`config.mk`:
```
export PLATFORM = sky130hd
export DESIGN_NAME = io_control_unit
export DESIGN_NICKNAME = d
export VERILOG_FILES = /design/src/rtl/io_control_unit.sv
export SDC_FILE = /design/constraint.sdc
export NUM_CORES = 1
export LEC_CHECK = 0
export CAP_MARGIN = 20
export CORE_UTILIZATION = 51
export DETAILED_ROUTE_END_ITERATION = 7
export GPL_TIMING_DRIVEN = 1
export MAX_ROUTING_LAYER = met4
export PLACE_DENSITY = 0.86
export SYNTH_ARGS = -nofsm -noshare
export SYNTH_HDL_FRONTEND = slang
export SYNTH_SLANG_ARGS = --single-unit
```
`constraint.sdc`:
```
create_clock -name clk -period 4.7 [get_ports clk]
set_input_delay 0.94 -clock clk [delete_from_list [all_inputs] [get_ports clk]]
set_output_delay 0.94 -clock clk [all_outputs]
set_load 0.03 [all_outputs]
```
`src/rtl/io_control_unit.sv`:
```
// rtl/io_control_unit.sv - CPU I/O arbiter between keypad input, seven-segment output and UART programming
//
// Moore FSM that grants one CPU I/O request at a time and stalls the CPU while it is serviced.
// uart_mode overrides everything. When in_req and out_req arrive together they are granted
// round-robin.
//
// Ports:
//   clk, rst_n        clock; asynchronous reset, active HIGH despite the name
//   uart_mode         UART programming active (highest priority)
//   uart_complete     UART transfer finished
//   in_req / in_ack   CPU input request (level) / one-cycle ack, rd_data valid
//   out_req / out_ack CPU output request (level) / one-cycle ack
//   out_data          value the CPU wants displayed
//   input_complete    keypad entry finished (one-cycle pulse)
//   input_data        live keypad value
//   input_enable      enables the input unit
//   cpu_pause         stalls the CPU pipeline
//   rd_data           captured keypad value
//   display_value     value sent to the seven-segment unit
//   display_src       0 idle/CPU-held, 1 keypad echo, 2 UART

`ifndef ISA_WIDTH
`define ISA_WIDTH 32
`endif

module io_control_unit #(
  parameter int DATA_WIDTH  = `ISA_WIDTH,
  parameter int HOLD_CYCLES = 4
) (
  input  logic                  clk,
  input  logic                  rst_n,
  input  logic                  uart_mode,
  input  logic                  uart_complete,
  input  logic                  in_req,
  input  logic                  out_req,
  input  logic [DATA_WIDTH-1:0] out_data,
  input  logic                  input_complete,
  input  logic [DATA_WIDTH-1:0] input_data,
  output logic                  input_enable,
  output logic                  cpu_pause,
  output logic                  in_ack,
  output logic [DATA_WIDTH-1:0] rd_data,
  output logic                  out_ack,
  output logic [DATA_WIDTH-1:0] display_value,
  output logic [1:0]            display_src
);

  typedef enum logic [2:0] {
    IDLE    = 3'd0,
    UART    = 3'd1,
    INPUT   = 3'd2,
    ACK_IN  = 3'd3,
    OUTPUT  = 3'd4,
    ACK_OUT = 3'd5
  } state_t;

  localparam logic GRANT_IN  = 1'b0;
  localparam logic GRANT_OUT = 1'b1;

  // The counter is loaded with HOLD_CYCLES-1 so that OUTPUT lasts exactly HOLD_CYCLES cycles.
  localparam logic [15:0] HOLD_LOAD = 16'(HOLD_CYCLES - 1);

  state_t                state;
  state_t                state_next;
  logic                  last_grant;
  logic [DATA_WIDTH-1:0] display_reg;
  logic [15:0]           counter;

  logic                  enter_input;
  logic                  enter_output;
  logic                  capture_input;

  always_comb begin
    state_next = state;
    if (uart_mode) begin
      // Any pending CPU request is abandoned without an ack.
      state_next = UART;
    end else begin
      case (state)
        IDLE: begin
          if (in_req && out_req) begin
            state_next = (last_grant == GRANT_IN) ? OUTPUT : INPUT;
          end else if (in_req) begin
            state_next = INPUT;
          end else if (out_req) begin
            state_next = OUTPUT;
          end
        end
        UART:    if (uart_complete) state_next = IDLE;
        INPUT:   if (input_complete) state_next = ACK_IN;
        ACK_IN:  state_next = IDLE;
        OUTPUT:  if (counter == 16'd0) state_next = ACK_OUT;
        ACK_OUT: state_next = IDLE;
        default: state_next = IDLE;
      endcase
    end
  end

  assign enter_input   = (state == IDLE) && (state_next == INPUT);
  assign enter_output  = (state == IDLE) && (state_next == OUTPUT);
  assign capture_input = (state == INPUT) && (state_next == ACK_IN);

  always_ff @(posedge clk or posedge rst_n) begin
    if (rst_n) begin
      state       <= IDLE;
      last_grant  <= GRANT_OUT;
      rd_data     <= '0;
      display_reg <= '0;
      counter     <= 16'd0;
    end else begin
      state <= state_next;
      if (enter_input) begin
        last_grant <= GRANT_IN;
      end
      if (enter_output) begin
        last_grant  <= GRANT_OUT;
        display_reg <= out_data;
        counter     <= HOLD_LOAD;
      end else if ((state == OUTPUT) && (counter != 16'd0)) begin
        counter <= counter - 16'd1;
      end
      if (capture_input) begin
        rd_data <= input_data;
      end
    end
  end

  // Outputs depend on the registered state only, so reset clears them immediately.
  always_comb begin
    input_enable  = 1'b0;
    cpu_pause     = 1'b0;
    in_ack        = 1'b0;
    out_ack       = 1'b0;
    display_src   = 2'd0;
    display_value = display_reg;
    case (state)
      UART: begin
        cpu_pause   = 1'b1;
        display_src = 2'd2;
      end
      INPUT: begin
        input_enable  = 1'b1;
        cpu_pause     = 1'b1;
        display_src   = 2'd1;
        display_value = input_data;
      end
      ACK_IN:  in_ack = 1'b1;
      OUTPUT:  cpu_pause = 1'b1;
      ACK_OUT: out_ack = 1'b1;
      default: ;
    endcase
  end

endmodule

```
# ---- Word-level counts from Yosys, hierarchy flattened
# Index checks and enable logic that the tools add are counted.
dict set report classes {
  n_addsub 1
  n_eq_ne 8
  mux 19
  reduce_logical 11
}
# op count
set op_table {}
lappend op_table {{$mux 16} 2}
lappend op_table {{$mux 32} 1}
lappend op_table {{$mux 3} 8}
lappend op_table {{$logic_not 16->1} 1}
lappend op_table {{$reduce_bool 16->1} 1}
lappend op_table {{$sub 16x1->16 const B} 1}
lappend op_table {{$eq 3x2->1 const B} 4}
lappend op_table {{$pmux 3 s4} 1}
lappend op_table {{$eq 3x3->1 const B} 3}
lappend op_table {{$mux 1} 6}
lappend op_table {{$logic_and 1x1->1} 5}
lappend op_table {{$pmux 2 s2} 1}
lappend op_table {{$reduce_bool 2->1} 2}
lappend op_table {{$eq 3x1->1 const B} 1}
lappend op_table {{$logic_not 3->1} 1}
lappend op_table {{$reduce_or 3->1} 1}
dict set report totals {
  regBits 84
  input_bits 71
  output_inout_bits 70
}

# ---- Logic depth before layout (Yosys ltp)
dict set report logic_depth {
  depth_word 9
  depth_mapped 7
  depth_no_buf 6
}

# ---- Worst setup path before layout
# No wires, ideal clock.
dict set report synth_path {
  path_kind {register to output}
  startpoint {reg state[0]}
  endpoint {out display_value[22]}
  arrival_time_ns 1.838
  required_ns 3.760
  slack_ns 1.922
  stages_incl_launch_ff 5
  path_buffers 2
  cell_sequence {dfrtp_1 > buf_2 > nor3b_1 > buf_2 > mux2_2}
}
dict set report synth_via {
  elab_chain_cells 2
}
# element line
set synth_rtl {}
lappend synth_rtl {{start: declaration} 63} ;# state_t state;
lappend synth_rtl {{start signal: assignment} 111} ;# state <= state_next;
lappend synth_rtl {{$eq 3x2->1} 136} ;# case (state)
lappend synth_rtl {{$mux 32} 136}
lappend synth_rtl {{end: declaration} 44} ;# output logic [DATA_WIDTH-1:0] display_value,
# Every way passes these cells.

# ---- Worst setup path after layout
dict set report layout_path {
  startpoint {reg state[1]}
  endpoint {out display_value[29]}
}
# Same word-level chain as after synthesis.

==> flow_summary_export.csv <==
group,metric,value,unit
logic_synthesis,synth_flop_cell,"dfrtp_1",
critical_path,critical_path_required,3.76,ns
critical_path,crit_type,"flop to primary output",
logic_synthesis,yosys-top-cells-count,"173 x nand2_1, 83 x dfrtp_1, 32 x a2bb2oi_1, 32 x mux2_2, 30 x o211ai_2",
grt,track_usage,28.3,%
sta,worstMarginPinSlew,0.847,ns
clock_network,cts.sinks,84,
logic_synthesis,ys_ff_latch,84,
route,drt_wl_total,12.5,mm
logic_synthesis,synthCells,484,
die,die-width,97.1,µm
clock_network,holdBufCountCts,0,
grt,antenna_found_initial,0,
clock_network,insertion_delay,0.36,ns
pwr,power.leakage,0.00274,µW
critical_path,crit_path_end_kind,"primary output",
logic_synthesis,netlist_top_cells_area,"dfrtp_1 45%, nand2_1 14%, o211ai_2 8.1%",
die,ios,141,
logic_synthesis,post-synth-top-count-cell,"nand2_1",
grt,grt_overflow,0,
final_layout,post-route-util,72.8,%
final_layout,layout.area.seq,2100,µm²
hold_path,hp-class,"flop to flop",
place,port-buffer-count,140,
logic_synthesis,synth_edf_count,0,
route,viasPerCell,5.72,
final_layout,final_nets,680,
logic_synthesis,synth.distinct_cells,52,
sta,tns,0,ns
sta,skew,0.0125,ns
die,chipHeight,97.1,µm
sta,fmax,287,MHz
pwr,power.density,380,nW/µm²
sta,timing.slew.headroom,43.4,%
logic_synthesis,synth_top_area_share,45.0,%
clock_network,cts_root_buffer,"clkbuf_8",
place,gp_congestion,0.845,
pwr,ir_worst_vdd,0.245,mV
clock_network,clk_pin_slew,0.09,ns
critical_path,max_stage_delay,0.62,ns
logic_synthesis,avgSynthCellArea,9.53,µm²
final_layout,diodes,0,
final_layout,nFillCells,588,
grt,grt_first_pass_wirelength,20.8,mm
critical_path,crit_chain,"nor3b_2 -> buf_4 -> mux2_2 -> clkdlybuf4s50_1",
status,status,"complete, no violations",
logic_synthesis,ys_seq_area_share,45.6,%
logic_synthesis,yosysWarnings,0,
critical_path,critPathMaxFanout,21,
place,dp.cells,704,
sta,setup_violations,0,
critical_path,cp_slowest_cell,"clkdlybuf4s50_1",
logic_synthesis,async_flop_share,100,%
pwr,total_power,2410,µW
clock_network,tritoncts,"done",
sta,fin_crit,3.49,ns
place,post-dp-hpwl,8.54,mm
route,vias,4122,
route,antenna_left,0,
sta,hold_violations,0,
sta,finalCritPeriodShare,74.2,%
grt,grt_max_degree,60,
sta,final_max_slew_viol_count,0,
clock_network,post_cts_resized,0,
clock_network,htree_levels,3,
clock_network,post-cts-setup-buffers,0,
final_layout,drive_above_1_share,17.1,%
die,dieArea,9430,µm²
route,drc,0,
clock_network,numCtsBuffers,9,
final_layout,final_cells,721,
die,core,8720,µm²
logic_synthesis,postSynthNetCount,556,
logic_synthesis,syn-cell-area,4610,µm²
logic_synthesis,synth_top_cell_by_area,"dfrtp_1",
final_layout,syn2layout_area_growth,37.6,%
route,drt_first_pass_iters,4,
die,start_util,52.9,%
route,wire_per_inst,17.4,µm
critical_path,crit_arrival,2.55,ns
clock_network,clk_path_buf_depth,2,
flow_run,drv_cap,0,
route,dr.first_iter.drc_count,195,
grt,grt_pass1_vias,4287,
final_layout,multi_input_area,2320,µm²
die,placement_rows,34,
critical_path,crit_path_start_kind,"flop",
sta,grt_setup_unrepaired,"false",
## critical path: cells and delay by family (launching register included)
kind	cells	cell delay, ns
mux	1	0.39
flops	1	0.56
simple gates	1	0.29
buf+inv	2	0.95
## per-layer routing
metal  wire length [µm]  up-vias  GRT usage (%)  share of wire, %
met5                  0        -              -                 0
met4                399        0           12.6               3.2
met3                786       35           6.62               6.3
met2               6110      149           44.8                49
met1               5230     2003           34.5                42
li1                   -     1935              -                 -
## power by group
part	switching, µW	total, µW	leakage [µW]	internal, µW
clock network	273	644	0.000124	371
logic	480	867	0.00167	387
registers	73.4	904	0.000944	830
## final cells by class
type / instances / share of cell area [%]
clock inverter: 5 / 1.70
tap: 108 / 2.13
inverter: 5 / 0.315
sequential: 84 / 33.1
timing repair buffer: 152 / 23.9
clock buffer: 11 / 2.23
multi-input combinational: 356 / 36.6
## cell usage in the layout, fill, tap and decap left out, drive strengths merged, types with 4 or more instances in the layout
master         count
a21oi              7
dfrtp             83
mux2i              9
nand2b             4
clkdlybuf4s50    140
a2bb2oi           32
o21ai              6
o211ai            35
or4                4
nor4               8
nor2               8
nand2            173
clkbuf            11
buf               12
inv                5
mux2              32
## path summary, 6_finish.rpt
path	start	end	cells after the start	slack (ns)
worst max-delay path	state[1]	display_value[29]	4	1.21
worst min-delay path	display_reg[16]	display_reg[16]	2	0.48
worst max register to register	counter[11]	counter[3]	4	2.26
worst min register to register	display_reg[16]	display_reg[16]	2	0.48
max in group asynchronous	rst_n	last_grant	4	2.88
min in group asynchronous	rst_n	display_reg[12]	2	0.85
## metrics by stage
stage	hold slack, ns	setup WS [ns]	cell area, µm²
floorplan	0.442	1.60	4610
global placement	0.454	1.50	6080
detailed placement	0.459	1.49	6080
CTS	0.479	1.22	6330
global route	0.505	1.16	6350
finish	0.478	1.21	6350
## logic make-up after synthesis
| family | Yosys count | synth area share, % |
|---|---|---|
| buf+inv | 44 | 4.53 |
| mux | 41 | 9.76 |
| compound gates | 89 | 18.1 |
| simple gates | 224 | 21.6 |
| xor+xnor | 1 | 0.190 |
| flops | 84 | 45.6 |
| fa+ha+maj | 1 | 0.271 |
Note: power is estimated with default switching activity, not from simulation.
